==> src/rtl/key_display_capture.sv <==
// key_display_capture: samples the keypad scanner's driven row/column on each
// drive strobe, decodes the key into a two-digit hex history, and multiplexes
// both digits onto a dual common-anode seven-segment display with a one-cycle
// blanking gap at every digit switch.
module key_display_capture #(
  parameter int unsigned REFRESH_CNT = 24000
) (
  input  logic       clk,
  input  logic       reset,
  input  logic       drive_en,
  input  logic [3:0] row,
  input  logic [3:0] col,
  output logic       key_valid,
  output logic       key_err,
  output logic [3:0] digit_lo,
  output logic [3:0] digit_hi,
  output logic [1:0] an,
  output logic [6:0] seg
);

  localparam int unsigned CNT_W = (REFRESH_CNT > 1) ? $clog2(REFRESH_CNT) : 1;
  localparam logic [CNT_W-1:0] CNT_LAST = CNT_W'(REFRESH_CNT - 1);

  localparam logic [1:0] AN_OFF   = 2'b11;
  localparam logic [1:0] AN_RIGHT = 2'b10;
  localparam logic [1:0] AN_LEFT  = 2'b01;
  localparam logic [6:0] SEG_OFF  = 7'b1111111;

  // True when exactly one bit of the 4-bit vector is set.
  function automatic logic is_onehot(input logic [3:0] v);
    return (v != 4'd0) && ((v & (v - 4'd1)) == 4'd0);
  endfunction

  // Position of the set bit in a one-hot 4-bit vector.
  function automatic logic [1:0] onehot_idx(input logic [3:0] v);
    logic [1:0] idx;
    idx = 2'd0;
    case (v)
      4'b0001: idx = 2'd0;
      4'b0010: idx = 2'd1;
      4'b0100: idx = 2'd2;
      4'b1000: idx = 2'd3;
      default: idx = 2'd0;
    endcase
    return idx;
  endfunction

  // Keypad layout: {row index, column index} to hex key value.
  function automatic logic [3:0] key_decode(input logic [1:0] r, input logic [1:0] c);
    logic [3:0] k;
    k = 4'h0;
    case ({r, c})
      4'b00_00: k = 4'h1;
      4'b00_01: k = 4'h2;
      4'b00_10: k = 4'h3;
      4'b00_11: k = 4'hA;
      4'b01_00: k = 4'h4;
      4'b01_01: k = 4'h5;
      4'b01_10: k = 4'h6;
      4'b01_11: k = 4'hB;
      4'b10_00: k = 4'h7;
      4'b10_01: k = 4'h8;
      4'b10_10: k = 4'h9;
      4'b10_11: k = 4'hC;
      4'b11_00: k = 4'hE;
      4'b11_01: k = 4'h0;
      4'b11_10: k = 4'hF;
      4'b11_11: k = 4'hD;
      default:  k = 4'h0;
    endcase
    return k;
  endfunction

  // Hex digit to active-low segments {g,f,e,d,c,b,a}.
  function automatic logic [6:0] seg_encode(input logic [3:0] d);
    logic [6:0] s;
    s = SEG_OFF;
    case (d)
      4'h0: s = 7'b1000000;
      4'h1: s = 7'b1111001;
      4'h2: s = 7'b0100100;
      4'h3: s = 7'b0110000;
      4'h4: s = 7'b0011001;
      4'h5: s = 7'b0010010;
      4'h6: s = 7'b0000010;
      4'h7: s = 7'b1111000;
      4'h8: s = 7'b0000000;
      4'h9: s = 7'b0010000;
      4'hA: s = 7'b0001000;
      4'hB: s = 7'b0000011;
      4'hC: s = 7'b1000110;
      4'hD: s = 7'b0100001;
      4'hE: s = 7'b0000110;
      4'hF: s = 7'b0001110;
      default: s = SEG_OFF;
    endcase
    return s;
  endfunction

  logic             drive_en_d;
  logic [CNT_W-1:0] refresh_cnt;
  logic             sel;
  logic             blank;

  logic       strobe_c;
  logic       key_ok_c;
  logic [3:0] key_code_c;
  logic [1:0] an_next_c;
  logic [6:0] seg_next_c;

  // Rising-edge strobe detect, validity check and key decode.
  always_comb begin
    strobe_c   = 1'b0;
    key_ok_c   = 1'b0;
    key_code_c = 4'h0;
    strobe_c   = drive_en && !drive_en_d;
    key_ok_c   = is_onehot(row) && is_onehot(col);
    key_code_c = key_decode(onehot_idx(row), onehot_idx(col));
  end

  // Edge-detect history, accept/reject pulses and the two-digit shift register.
  // drive_en_d resets high so a strobe already active at reset release is ignored.
  always_ff @(posedge clk or posedge reset) begin
    if (reset) begin
      drive_en_d <= 1'b1;
      key_valid  <= 1'b0;
      key_err    <= 1'b0;
      digit_lo   <= 4'h0;
      digit_hi   <= 4'h0;
    end else begin
      drive_en_d <= drive_en;
      key_valid  <= strobe_c && key_ok_c;
      key_err    <= strobe_c && !key_ok_c;
      if (strobe_c && key_ok_c) begin
        digit_hi <= digit_lo;
        digit_lo <= key_code_c;
      end
    end
  end

  // Refresh sequencer: each wrap switches digit and inserts one blank cycle.
  always_ff @(posedge clk or posedge reset) begin
    if (reset) begin
      refresh_cnt <= '0;
      sel         <= 1'b0;
      blank       <= 1'b1;
    end else if (refresh_cnt == CNT_LAST) begin
      refresh_cnt <= '0;
      sel         <= ~sel;
      blank       <= 1'b1;
    end else begin
      refresh_cnt <= refresh_cnt + CNT_W'(1);
      blank       <= 1'b0;
    end
  end

  // Select anode and segment pattern for the current slot.
  always_comb begin
    an_next_c  = AN_OFF;
    seg_next_c = SEG_OFF;
    if (!blank) begin
      if (!sel) begin
        an_next_c  = AN_RIGHT;
        seg_next_c = seg_encode(digit_lo);
      end else begin
        an_next_c  = AN_LEFT;
        seg_next_c = seg_encode(digit_hi);
      end
    end
  end

  // Anode and segments registered together so they always switch in the same edge.
  always_ff @(posedge clk or posedge reset) begin
    if (reset) begin
      an  <= AN_OFF;
      seg <= SEG_OFF;
    end else begin
      an  <= an_next_c;
      seg <= seg_next_c;
    end
  end

endmodule

==> config.mk <==
export PLATFORM = sky130hd
export DESIGN_NAME = key_display_capture
export DESIGN_NICKNAME = d
export VERILOG_FILES = /design/src/rtl/key_display_capture.sv
export SDC_FILE = /design/constraint.sdc
export NUM_CORES = 1
export LEC_CHECK = 0
export ABC_AREA = 0
export CAP_MARGIN = 20
export CORE_ASPECT_RATIO = 0.75
export CORE_MARGIN = 2
export CORE_UTILIZATION = 48
export DETAILED_ROUTE_END_ITERATION = 10
export PLACE_DENSITY_LB_ADDON = 0.08
export SLEW_MARGIN = 20
export SYNTH_ARGS = -nofsm -noshare
export SYNTH_HDL_FRONTEND = slang
export SYNTH_SLANG_ARGS = --single-unit
export TNS_END_PERCENT = 100
==> constraint.sdc <==
create_clock -name clk -period 2.6 [get_ports clk]
set_input_delay 0.26 -clock clk [delete_from_list [all_inputs] [get_ports clk]]
set_output_delay 0.26 -clock clk [all_outputs]
set_load 0.03 [all_outputs]
# After elaboration in Yosys (flattened, before gate mapping)
# Memory sizes are Yosys's and may differ from the RTL's. A register that Yosys moved wholly into a read port is not among the register bits.
# Index checks and enable logic that the tools add are counted.
[totals]
ff_bits = 33
mem_bits_ro = 288
output_inout_bits = 19
mem_count = 3
[mem_list]
columns = ["memory", "depth", "word_bits", "rd", "rd_clocked_by_memory_dff", "wr", "line", "text"]
rows = [
  ["(no name shown)", 16, 7, 1, 0, 0, "78", "case (d)"],
  ["(no name shown)", 16, 7, 1, 0, 0, "78", ""],
  ["(no name shown)", 16, 4, 1, 1, 0, "52", "case ({r, c})"],
]
[op_classes]
add_sub_neg = 3
n_eq_ne = 7
mux = 8
bitwise_logic = 3
reduce_logical = 12
[op_table]
columns = ["cell", "n"]
rows = [
  ["$add 15x1->15 const B", 1],
  ["$eq 15x15->1 const B", 1],
  ["$mux 15", 1],
  ["$mux 7", 2],
  ["$pmux 2 s3", 2],
  ["$and 4x4->4", 2],
  ["$eq 4x2->1 const B", 2],
  ["$eq 4x3->1 const B", 2],
  ["$eq 4x4->1 const B", 2],
  ["$logic_not 4->1", 2],
  ["$reduce_bool 4->1", 2],
  ["$sub 4x1->4 const B", 2],
  ["$logic_and 1x1->1", 6],
  ["$mux 2", 2],
  ["$logic_not 1->1", 2],
  ["$mux 1", 1],
  ["$not 1->1", 1],
]

# Longest topological paths before layout
[logic_depth]
depth_word = 7
ltp_mapped = 7
ltp_nobuf = 7

# Worst setup path before layout
# OpenSTA, ideal clock, no wires.
[synth_timing]
kind = "register to register"
start = "register digit_lo[3]"
end = "register seg[2]"
setup_time_ns = 0.084
arrival_time_ns = 1.662
t_required_ns = 2.516
setup_slack_ns = 0.853
path_stages_with_launch = 7
synth_period_minus_slack_ns = 1.747
cell_sequence = "dfrtp_1 -> clkbuf_1 -> clkbuf_1 -> nor2_1 -> a221oi_1 -> a31oi_1 -> or2_2"
[synth_via]
elab_chain_cells = 3
[synth_rtl]
columns = ["element", "line", "text"]
rows = [
  ["from (decl)", "15", "output logic [3:0] digit_lo,"],
  ["$mem_v2 16x7", "--", ""],
  ["$mux 7", "162", "if (!sel) begin"],
  ["$mux 7", "161", "if (!blank) begin"],
  ["via seg_next_c[2]", "109", "logic [6:0] seg_next_c;"],
  ["to (signal assigned)", "179", "seg <= seg_next_c;"],
  ["to (decl)", "18", "output logic [6:0] seg"],
]
# The timed path passes the listed nets, and every way through them passes these cells.
# A chain may end at the register's enable or synchronous reset.

# Worst setup path after layout
[layout_timing]
start = "register digit_lo[3]"
end = "output port digit_lo[3]"
# No word-level cell between the ends.

==> impl_metrics.yaml <==
power:
  share_comb_of_total_power_pct: 32.9
  p_seq_share_pct: 42.6
  p_int_mw: 1.12
  power_density_nw_per_um2: 587
  clockPowerShare_pct: 24.5
  switching_share_pct: 32.6
  ir_drop_mv: 0.234
  p_leak_nw: 1.20
  power_switching_mw: 0.544
setup_path:
  end_kind: "output pin"
  cp-start-kind: "flop"
  worstPathCellList: "clkdlybuf4s50_1"
  r2r_cells: 4
  r2r_start: "refresh_cnt[6]"
  timing.rr.end: "sel"
  reg2reg_slack_ns: 0.85
  crit_required_ns: 2.34
  worstPathArrival_ns: 1.75
  crit_fanout: 18
  crit_type: "reg2out"
  slowest_delay_ns: 0.77
  path_delay_family: "buffers and inverters"
  crit_path_top_delay_cell: "clkdlybuf4s50_1"
  path_buf_inv: 1
final_layout:
  nets: 302
  final_cell_mix: "clkdlybuf4s50_1, dfrtp_1, ha_1, nor2_1, nand2_1"
  area_delta_synth_final_pct: 17.1
  final_common_cell: "clkdlybuf4s50_1"
  drive_gt1_share_pct: 13.1
  num_antenna_cells: 0
  fill_cells: 436
synthesis:
  synth_fp_nets: 275
  ys_warn_count: 0
  synth_edf_count: 0
  async_flop_share_pct: 100
  synth_compound_area_share_pct: 14.5
  synth_xor_area_share_pct: 5.78
  synth_cell_types: 56
  synthCells: 246
  avgSynthCellArea_um2: 9.86
  synthFlopType: "dfrtp_1"
  ys_seq_elements: 37
  synth_top_family_by_area: "simple AND/OR/NAND/NOR gates"
  syn-cell-area_um2: 2430
  synth_simple_gate_area_share_pct: 20.7
  yosysSeqAreaShare_pct: 38.7
  synth_mux_area_share_pct: 6.19
  synth_fa_ha_area_share_pct: 9.28
global_routing:
  grt.overflow.total: 0
  first_global_vias: 1756
  grt_max_degree: 38
  grt_pass1_wl_um: 8420
  grt_usage_pct: 19.3
  antenna_found_initial: 0
clock_network:
  numClockSinks: 37
  clock_path_buffers: 2
  post-cts-setup-buffers: 0
  cts_resized: 0
  cts-root-buf: "clkbuf_8"
  clk_latency_ns: 0.29
  cts_hold_buf: 0
  clkTransAtPathRegs_ns: 0.07
  cts_tree: "done"
  cts_buffers: 5
  cts_max_level: 2
placement:
  port-buffer-count: 29
  place.gp.congestion: 0.837
  pre_cts_slack_ns: 0.305
  place_hpwl_um: 3590
route:
  drtAntennaViolNets: 0
  drtIter0Drc: 73
  vias: 1887
  firstDrtPassIters: 4
  remaining_drc_errors: 0
  drt-total-wl_um: 4890
  via_per_inst: 5.65
  wl_per_cell_um: 14.6
floorplanning:
  dieArea_um2: 5640
  die_h_um: 65.6
  start_util_pct: 49.8
  die_w_um: 86.1
  core_region_area_um2: 4870
  ios: 30
  std_cell_rows: 22
sta:
  fmax_ghz: 0.498
  final_max_slew_viol_count: 0
  skew_ns: 0.00937
  hold_viol_final: 0
  rsz0062_at_grt: "false"
  setup_violations: 0
  tns_ns: 0
  slew_headroom_pct: 50.3
  setup_slack_ns: 0.590
  finalCriticalPeriod_ns: 2.01
  fin_crit_sh_pct: 77.3
  worst_pin_slew_ns: 0.744
outcome:
  status: "finished, final reports clean"
run:
  cap_violations: 0
hold_path:
  hold_path_class: "in2async"
## final cells by class
cell class	count	area (um^2)	share of cell area, %
Clock buffer	8	90.1	3.17
Inverter	13	51.3	1.81
Multi-Input combinational cell	184	1370	48.3
Sequential cell	37	940	33.1
Tap cell	60	75.1	2.64
Timing Repair Buffer	32	313	11.0
## cell usage after synthesis, drive strengths merged, types with 4 or more instances
cell | count | area, um^2
nand4 | 4 | 40.0
a21o | 6 | 45.0
clkbuf | 7 | 26.3
nand2b | 6 | 37.5
inv | 13 | 51.3
xor2 | 7 | 61.3
nand3 | 9 | 45.0
buf | 5 | 37.5
nand2 | 16 | 60.1
nor2 | 16 | 60.1
dfrtp | 26 | 651
nor2b | 6 | 37.5
o21ai | 14 | 70.1
dfstp | 11 | 289
xnor2 | 9 | 78.8
nor3 | 7 | 35.0
mux2 | 6 | 75.1
or2 | 4 | 25.0
ha | 18 | 225
## power groups by stage
stage | Combinational, mW | Sequential, mW | Clock, mW
after global placement | 0.542 | 0.720 | 0
after CTS | 0.548 | 0.711 | 0.422
after global routing | 0.602 | 0.720 | 0.449
after floorplan | 0.257 | 0.822 | 0
final | 0.548 | 0.710 | 0.409
after detailed placement | 0.547 | 0.721 | 0
## how the worst max path moves through the flow
stage               slack, ns        start     endpoint  cells after the start
global placement         0.33       row[1]  digit_hi[3]                      5
global route             0.49  digit_lo[3]  digit_lo[3]                      1
detailed placement       0.30       row[1]  digit_hi[3]                      5
floorplan                0.85  digit_lo[3]       seg[2]                      6
finish                   0.59  digit_lo[3]  digit_lo[3]                      1
CTS                      0.58  digit_lo[3]  digit_lo[3]                      1
## stage by stage
| stage | utilization, % | power [mW] | hold WS, ns | std cells | instance area (um^2) |
|---|---|---|---|---|---|
| after detailed placement | 56.4 | 1.27 | 0.479 | 326 | 2750 |
| after CTS | 58.3 | 1.68 | 0.396 | 334 | 2840 |
| after floorplan | - | 1.08 | 0.264 | 246 | 2430 |
| after global placement | 56.4 | 1.26 | 0.474 | 326 | 2750 |
| final | 58.3 | 1.67 | 0.375 | 334 | 2840 |
| after global routing | 58.3 | 1.77 | 0.438 | 334 | 2840 |
## kinds of logic (layout without fill, tap and decap cells)
group	count (synthesis)	after routing
fa+ha+maj	18	18
buf+inv	25	53
flops	37	37
mux	11	11
xor+xnor	16	16
compound gates	50	50
simple gates	89	89
## sequential cells by signal, indices dropped and copies added (netlist names), 2 cells and up
| register | cells |
|---|---|
| seg | 7 |
| digit_lo | 4 |
| digit_hi | 4 |
| an | 2 |
| refresh_cnt | 15 |
## layer usage
metal / wire, um / track usage [%] / vias up
li1: - / - / 940
met1: 2510 / 28.3 / 886
met2: 2100 / 27.7 / 53
met3: 238 / 4.40 / 8
met4: 49 / 6.94 / 0
met5: 0 / 0 / -
(Power assumes the default switching activity.)
